<file path="src/rtl/controller_poll_regs_m.sv">
// Frame-synchronous controller poll scheduler with a CPU-readable register bank.
// Each poll captures the button bytes and accumulates sticky pressed/released edges.
module controller_poll_regs_m #(
    parameter int  NUM_CONTROLLERS = 2,
    parameter int  FETCH_CYCLES    = 16,
    localparam int ADDR_W          = $clog2(NUM_CONTROLLERS) + 2
) (
    input  logic                         clk,
    input  logic                         rst,
    input  logic                         vsync,
    output logic                         start_fetch,
    input  logic [8*NUM_CONTROLLERS-1:0] controller_buttons_in,
    input  logic                         rd_en,
    input  logic [ADDR_W-1:0]            rd_addr,
    output logic [7:0]                   rd_data,
    output logic [8*NUM_CONTROLLERS-1:0] dbg_prev
);

    localparam int TIMER_W = (FETCH_CYCLES > 1) ? $clog2(FETCH_CYCLES) : 1;

    typedef enum logic [1:0] {
        S_IDLE    = 2'd0,
        S_WAIT    = 2'd1,
        S_CAPTURE = 2'd2
    } state_t;

    state_t               r_state;
    state_t               w_state_next;
    logic [TIMER_W-1:0]   r_timer;
    logic [TIMER_W-1:0]   w_timer_next;
    logic                 r_start_fetch;
    logic                 w_start_next;
    logic                 w_capture;
    logic                 w_overrun;
    logic [6:0]           r_frame_count;
    logic                 r_missed;
    logic [7:0]           r_rd_data;
    logic [7:0]           w_rd_next;
    logic [ADDR_W-1:0]    w_idx;
    logic [1:0]           w_off;
    logic                 w_in_range;
    logic                 w_clr_status;

    logic [NUM_CONTROLLERS-1:0][7:0] w_current;
    logic [NUM_CONTROLLERS-1:0][7:0] w_pressed;
    logic [NUM_CONTROLLERS-1:0][7:0] w_released;

    assign w_idx        = rd_addr >> 2;
    assign w_off        = rd_addr[1:0];
    assign w_in_range   = (w_idx < ADDR_W'(NUM_CONTROLLERS));
    assign w_clr_status = rd_en && w_in_range && (w_off == 2'd3);

    // Poll sequencer: vsync arriving while a poll is in flight is dropped and flagged.
    always_comb begin
        w_state_next = r_state;
        w_timer_next = r_timer;
        w_start_next = 1'b0;
        w_capture    = 1'b0;
        w_overrun    = 1'b0;
        case (r_state)
            S_IDLE: begin
                if (vsync) begin
                    w_start_next = 1'b1;
                    w_timer_next = TIMER_W'(FETCH_CYCLES - 1);
                    w_state_next = S_WAIT;
                end
            end
            S_WAIT: begin
                w_overrun = vsync;
                if (r_timer == '0) begin
                    w_state_next = S_CAPTURE;
                end else begin
                    w_timer_next = r_timer - 1'b1;
                end
            end
            S_CAPTURE: begin
                w_overrun    = vsync;
                w_capture    = 1'b1;
                w_state_next = S_IDLE;
            end
            default: w_state_next = S_IDLE;
        endcase
    end

    always_ff @(posedge clk) begin
        if (rst) begin
            r_state       <= S_IDLE;
            r_timer       <= '0;
            r_start_fetch <= 1'b0;
            r_frame_count <= '0;
            r_missed      <= 1'b0;
        end else begin
            r_state       <= w_state_next;
            r_timer       <= w_timer_next;
            r_start_fetch <= w_start_next;
            if (w_capture) begin
                r_frame_count <= r_frame_count + 7'd1;
            end
            // A coincident ignored vsync wins over the read-clear.
            r_missed <= (w_clr_status ? 1'b0 : r_missed) | w_overrun;
        end
    end

    genvar gi;
    generate
        for (gi = 0; gi < NUM_CONTROLLERS; gi++) begin : g_ctrl
            logic [7:0] r_current;
            logic [7:0] r_prev;
            logic [7:0] r_pressed;
            logic [7:0] r_released;
            logic [7:0] w_cur;
            logic       w_sel;
            logic       w_clr_pressed;
            logic       w_clr_released;

            assign w_cur          = controller_buttons_in[8*gi +: 8];
            assign w_sel          = rd_en && (w_idx == ADDR_W'(gi));
            assign w_clr_pressed  = w_sel && (w_off == 2'd1);
            assign w_clr_released = w_sel && (w_off == 2'd2);

            // Edges are taken against the pre-capture byte; bits read this cycle are
            // dropped but edges arriving in the same cycle survive.
            always_ff @(posedge clk) begin
                if (rst) begin
                    r_current  <= 8'h00;
                    r_prev     <= 8'h00;
                    r_pressed  <= 8'h00;
                    r_released <= 8'h00;
                end else begin
                    if (w_capture) begin
                        r_current <= w_cur;
                        r_prev    <= r_current;
                    end
                    r_pressed  <= (w_clr_pressed ? 8'h00 : r_pressed)
                                | (w_capture ? (w_cur & ~r_current) : 8'h00);
                    r_released <= (w_clr_released ? 8'h00 : r_released)
                                | (w_capture ? (~w_cur & r_current) : 8'h00);
                end
            end

            assign w_current[gi]         = r_current;
            assign w_pressed[gi]         = r_pressed;
            assign w_released[gi]        = r_released;
            assign dbg_prev[8*gi +: 8]   = r_prev;
        end
    endgenerate

    // Out-of-range controller indices match no entry and read as zero.
    always_comb begin
        w_rd_next = 8'h00;
        for (int i = 0; i < NUM_CONTROLLERS; i++) begin
            if (w_idx == ADDR_W'(i)) begin
                case (w_off)
                    2'd0:    w_rd_next = w_current[i];
                    2'd1:    w_rd_next = w_pressed[i];
                    2'd2:    w_rd_next = w_released[i];
                    default: w_rd_next = {r_missed, r_frame_count};
                endcase
            end
        end
    end

    always_ff @(posedge clk) begin
        if (rst) begin
            r_rd_data <= 8'h00;
        end else if (rd_en) begin
            r_rd_data <= w_rd_next;
        end
    end

    assign start_fetch = r_start_fetch;
    assign rd_data     = r_rd_data;

endmodule

</file>
<file path="config.mk">
export PLATFORM = sky130hd
export DESIGN_NAME = controller_poll_regs_m
export DESIGN_NICKNAME = d
export VERILOG_FILES = /design/src/rtl/controller_poll_regs_m.sv
export SDC_FILE = /design/constraint.sdc
export NUM_CORES = 1
export LEC_CHECK = 0
export ABC_AREA = 1
export CAP_MARGIN = 20
export CORE_UTILIZATION = 50
export CTS_CLUSTER_SIZE = 28
export DETAILED_ROUTE_END_ITERATION = 8
export HOLD_SLACK_MARGIN = 0.02
export PLACE_DENSITY = 0.73
export SLEW_MARGIN = 30
export SYNTH_ARGS = -nofsm -noshare
export SYNTH_HDL_FRONTEND = slang
export SYNTH_SLANG_ARGS = --single-unit
</file>
<file path="constraint.sdc">
create_clock -name clk -period 2.3 [get_ports clk]
set_input_delay 0.46 -clock clk [delete_from_list [all_inputs] [get_ports clk]]
set_output_delay 0.46 -clock clk [all_outputs]
set_load 0.03 [all_outputs]
</file>
==> results.json, run 1 <==
{
  "status": "completed",
  "die_y_um": 89.6,
  "grt_overflow": 0,
  "max_freq_mhz": 533,
  "syn_area_um2": 3830,
  "clk_path_buf_depth": 2,
  "detail_route.iter0.violations": 262,
  "yosysSeqAreaShare": 0.454,
  "syn_area_per_cell_um2": 7.31,
  "area_delta_synth_final_pct": 20.0,
  "skew_ns": 0.00760,
  "vdd.ir_drop.worst_v": 0.000436,
  "synth_seq_cells": 87,
  "r2r-end": "g_ctrl[1].r_released[6]",
  "hpwlAfterDp_mm": 6.34,
  "start_kind": "flop",
  "rsz0062_at_grt": "no",
  "synthCells": 524,
  "ys_top_cells_by_area": "dfxtp_1, nand2_1, a21oi_1",
  "crit_cells": 1,
  "cts_buffers": 9,
  "dpl-instance-area_um2": 4350,
  "ys_types": 23,
  "cp.arrival_ns": 1.42,
  "crit_fanout": 2,
  "core_area_um2": 7330,
  "required_ns": 1.84,
  "num_rows": 31,
  "path_class": "flop to output pin",
  "drive_above_1_share": 0.108,
  "cpMaxStageDelayCell": "clkdlybuf4s50_1",
  "cts_tree": "built",
  "yosys.area.top_type": "dfxtp_1",
  "clkTransAtPathRegs_ns": 0.08,
  "fp.dieW_um": 89.6,
  "drc_errors": 0,
  "rr_startpoint": "r_state[0]",
  "ys_warn_count": 0,
  "io_buffers": 47,
  "post_cts_buffers": 0,
  "r2r_slack_ns": 0.58,
  "vias": 3542,
  "drt_first_pass_iters": 5,
  "grt_first_pass_wirelength_mm": 14.9,
  "clkLatencyLatePin_ns": 0.35,
  "n_antenna_cell": 0,
  "worst_slew_pin_slew_ns": 0.630,
  "fin_util": 0.628,
  "fin_area_um2": 4600,
  "setup_tns_ns": 0,
  "hold_viol": 0,
  "die_area_um2": 8020,
  "synth_nets": 554,
  "critPathBufInv": 1,
  "period_needed_ns": 1.88,
  "io_pins": 48,
  "cts_max_level": 3,
  "nFillCells": 681,
  "crit_family": "buffers and inverters",
  "ant_nets": 0,
  "antenna_found_initial": 0,
  "gp_congestion": 0.872,
  "cts_resized": 0,
  "cts_root_buf": "clkbuf_8",
  "worst_setup_path_end_kind": "output pin",
  "pre_cts_ws_ns": 0.0917,
  "power_per_cell_area_nw_per_um2": 919,
  "final.period_utilization": 0.816,
  "holdBufCountCts": 0,
  "synth_top_area_frac": 0.454,
  "numClockSinks": 87,
  "rr_worst_depth": 6,
  "path_cells": "clkdlybuf4s50_1",
  "wl_per_cell_um": 13.6,
  "startpoint": "rd_data[6]",
  "worstSetupEndpoint": "rd_data[6]",
  "grt_pass1_vias": 3085,
  "initial_core_util": 0.523,
  "via_per_inst": 5.28,
  "hold_class": "input pin to flop",
  "max_cap_viol_count": 0,
  "grtUsageTotal": 0.245,
  "drv_slew": 0,
  "wirelength_mm": 9.14,
  "final_net_count": 597,
  "relSlewSlack": 0.580,
  "slowest_delay_ns": 0.68,
  "setup_slack_ns": 0.422,
  "min-delay-start": "rst",
  "setup_viol": 0,
  "grt_start_max_net_pins": 51,
  "p_leak_nw": 1.71
}
-- layout by cell type, fill, tap and decap left out, drive strengths merged --
cell	count
nand4	1
nor3	3
ha	7
bufinv	3
nor2	14
clkbuf	11
a21oi	100
a22oi	8
nand2	153
o21bai	1
clkinv	3
clkdlybuf4s50	46
nand3	51
o21ai	5
inv	34
buf	11
dfxtp	87
or2	34
-- Yosys cell counts --
library cell,count
nand2_1,152
a21oi_1,99
dfxtp_1,87
nand3_1,51
inv_1,31
or2_2,28
nor2_1,12
clkbuf_1,10
a22oi_1,8
buf_2,7
ha_1,7
or2_0,6
buf_6,5
o21ai_0,5
buf_4,3
inv_2,3
nor3_1,3
nor2_2,2
a21oi_2,1
clkinv_1,1
nand2_2,1
nand4_1,1
o21bai_1,1
-- sequential cells by signal, summed over array words and instances, names as in the netlist --
name               flops
start_fetch            1
g_ctrl.r_current      16
g_ctrl.r_prev         16
r_missed               1
rd_data                8
r_frame_count          7
g_ctrl.r_pressed      16
g_ctrl.r_released     16
r_timer                4
r_state                2
-- cell type report --
class | instances | area (um^2) | share of cell area
Sequential cell | 87 | 1740 | 0.379
Clock buffer | 11 | 151 | 0.0329
Tap cell | 99 | 124 | 0.0269
Clock inverter | 5 | 104 | 0.0226
Timing Repair Buffer | 57 | 541 | 0.117
Multi-Input combinational cell | 377 | 1810 | 0.393
Inverter | 35 | 131 | 0.0286
-- layer usage --
layer,track usage,vias to the layer above,wire [um]
li1,-,1799,-
met1,0.342,1605,4280
met2,0.380,128,4170
met3,0.0536,10,593
met4,0.0693,0,97
met5,0,-,0
-- worst min-delay path by stage --
stage / end / slack (ns) / cells after the start
6_report: r_frame_count[4] / 0.46 / 4
4_1_cts: r_frame_count[4] / 0.44 / 4
3_3_place_gp: g_ctrl[1].r_prev[0] / 0.45 / 2
5_1_grt: r_frame_count[2] / 0.47 / 4
3_5_place_dp: g_ctrl[1].r_pressed[7] / 0.46 / 2
2_1_floorplan: g_ctrl[0].r_pressed[0] / 0.44 / 2
-- per-stage QoR --
step / hold slack (ns) / instances / total power (W)
3_5_place_dp: 0.455 / 655 / 0.00293
2_1_floorplan: 0.441 / 524 / 0.00262
5_1_grt: 0.471 / 671 / 0.00447
3_3_place_gp: 0.448 / 655 / 0.00290
4_1_cts: 0.445 / 671 / 0.00425
6_report: 0.455 / 671 / 0.00423
-- cells by family after synthesis --
| group | after synthesis | synth area share |
|---|---|---|
| flip-flops | 87 | 0.454 |
| buffers and inverters | 60 | 0.0738 |
| AND/OR/NAND/NOR | 256 | 0.293 |
| adder cells (fa/ha/maj) | 7 | 0.0229 |
| AO/OA/AOI/OAI | 114 | 0.156 |
-- power breakdown --
group          total, W  internal (W)  switching, W
Sequential      0.00186       0.00170      0.000154
Clock           0.00132      0.000781      0.000535
Combinational   0.00105      0.000404      0.000650
(Power assumes the default switching activity.)
==> inputs of run 2 (changes only) <==
==> constraint.sdc (replaced) <==
create_clock -name clk -period 1.9 [get_ports clk]
set_input_delay 0.38 -clock clk [delete_from_list [all_inputs] [get_ports clk]]
set_output_delay 0.38 -clock clk [all_outputs]
set_load 0.03 [all_outputs]
==> results.json, run 2 (same netlist as run 1, synthesis figures left out) <==
{
  "status": "completed",
  "hpwlAfterDp_mm": 6.26,
  "grt_start_max_net_pins": 64,
  "max_freq_mhz": 566,
  "p_leak_nw": 1.71,
  "grt_first_pass_wirelength_mm": 14.4,
  "slowest_delay_ns": 0.68,
  "antenna_found_initial": 0,
  "required_ns": 1.52,
  "gr-usage-met1": 0.333,
  "start_kind": "flop",
  "die_area_um2": 8020,
  "cpMaxStageDelayCell": "clkdlybuf4s50_1",
  "worst_setup_path_end_kind": "output pin",
  "n_antenna_cell": 0,
  "path_cells": "clkdlybuf4s50_1",
  "max_cap_viol_count": 0,
  "pre_cts_ws_ns": -0.0152,
  "core_area_um2": 7330,
  "fin_util": 0.627,
  "holdBufCountCts": 0,
  "skew_ns": 0.00900,
  "numClockSinks": 87,
  "setup_slack_ns": 0.135,
  "hold_viol": 0,
  "drv_slew": 0,
  "vias": 3550,
  "io_buffers": 47,
  "io_pins": 48,
  "clk_path_buf_depth": 2,
  "path_class": "flop to output pin",
  "grt_pass1_vias": 3059,
  "clkLatencyLatePin_ns": 0.35,
  "wl_per_cell_um": 13.3,
  "via_per_inst": 5.24,
  "cts_root_buf": "clkbuf_8",
  "fin_area_um2": 4600,
  "multi_input_area_um2": 1810,
  "final_common_cell": "nand2_1",
  "nFillCells": 645,
  "setup_viol": 0,
  "dpl-instance-area_um2": 4440,
  "num_rows": 31,
  "ant_nets": 0,
  "die_y_um": 89.6,
  "area_delta_synth_final_pct": 20.0,
  "crit_fanout": 2,
  "grt_overflow": 0,
  "wirelength_mm": 9.03,
  "cts_buffers": 9,
  "final.period_utilization": 0.929,
  "detail_route.iter0.violations": 203,
  "drt_first_pass_iters": 6,
  "layout_common_cells": "nand2_1, a21oi_1, dfxtp_1",
  "final_net_count": 603,
  "rsz0062_at_grt": "no",
  "grt_use_met3": 0.0425,
  "fp.dieW_um": 89.6,
  "setup_tns_ns": 0,
  "gp_congestion": 0.844,
  "clkTransAtPathRegs_ns": 0.08,
  "power_per_cell_area_nw_per_um2": 1010,
  "cts_max_level": 3,
  "critPathBufInv": 1,
  "use_met2": 0.377,
  "cts_resized": 0,
  "cp.arrival_ns": 1.39,
  "seqCellArea_um2": 1740,
  "relSlewSlack": 0.727,
  "top_usage_layer": "met2",
  "post_cts_buffers": 0,
  "drc_errors": 0,
  "r2r_slack_ns": 0.17,
  "crit_family": "buffers and inverters",
  "hold_class": "input pin to flop",
  "worst_slew_pin_slew_ns": 0.409,
  "cts_tree": "built",
  "vdd.ir_drop.worst_v": 0.000479,
  "drive_above_1_share": 0.112,
  "initial_core_util": 0.523,
  "grtUsageTotal": 0.240,
  "period_needed_ns": 1.77
}
## run 2: power by group
| group | total [W] | leakage (nW) | switching (W) | internal, W |
|---|---|---|---|---|
| clock | 0.00110 | 0.0801 | 0.000629 | 0.000471 |
| combinational | 0.00130 | 0.922 | 0.000787 | 0.000508 |
| sequential | 0.00224 | 0.706 | 0.000177 | 0.00206 |
| total | 0.00463 | 1.71 | 0.00159 | 0.00304 |
## run 2: final cells by class
type | instances | area share
multi-input combinational | 377 | 0.393
sequential | 87 | 0.379
timing repair buffer | 63 | 0.138
clock buffer | 12 | 0.0294
inverter | 35 | 0.0286
tap | 99 | 0.0269
clock inverter | 4 | 0.00490
## run 2: path summary, 6_finish.rpt
| check | start | end | cells past startpoint |
|---|---|---|---|
| min reg2reg | g_ctrl[0].r_pressed[1] | g_ctrl[0].r_pressed[1] | 2 |
| max | rd_data[7] | rd_data[7] | 1 |
| min | rst | start_fetch | 2 |
| max reg2reg | r_state[0] | g_ctrl[0].r_released[6] | 6 |
## run 2: layer usage
| metal | share of wire | vias to the layer above | wire, um |
|---|---|---|---|
| met4 | 0.014 | 0 | 127 |
| met5 | 0 | - | 0 |
| li1 | - | 1813 | - |
| met3 | 0.049 | 12 | 441 |
| met1 | 0.49 | 1628 | 4390 |
| met2 | 0.45 | 97 | 4070 |
## run 2: stage by stage
step                      hold slack, ns  std cells  power, W
after CTS                          0.432        677   0.00466
after detailed placement           0.452        661   0.00357
after floorplan                    0.441        524   0.00317
after global routing               0.468        677   0.00494
after global placement             0.447        661   0.00352
final                              0.435        677   0.00463
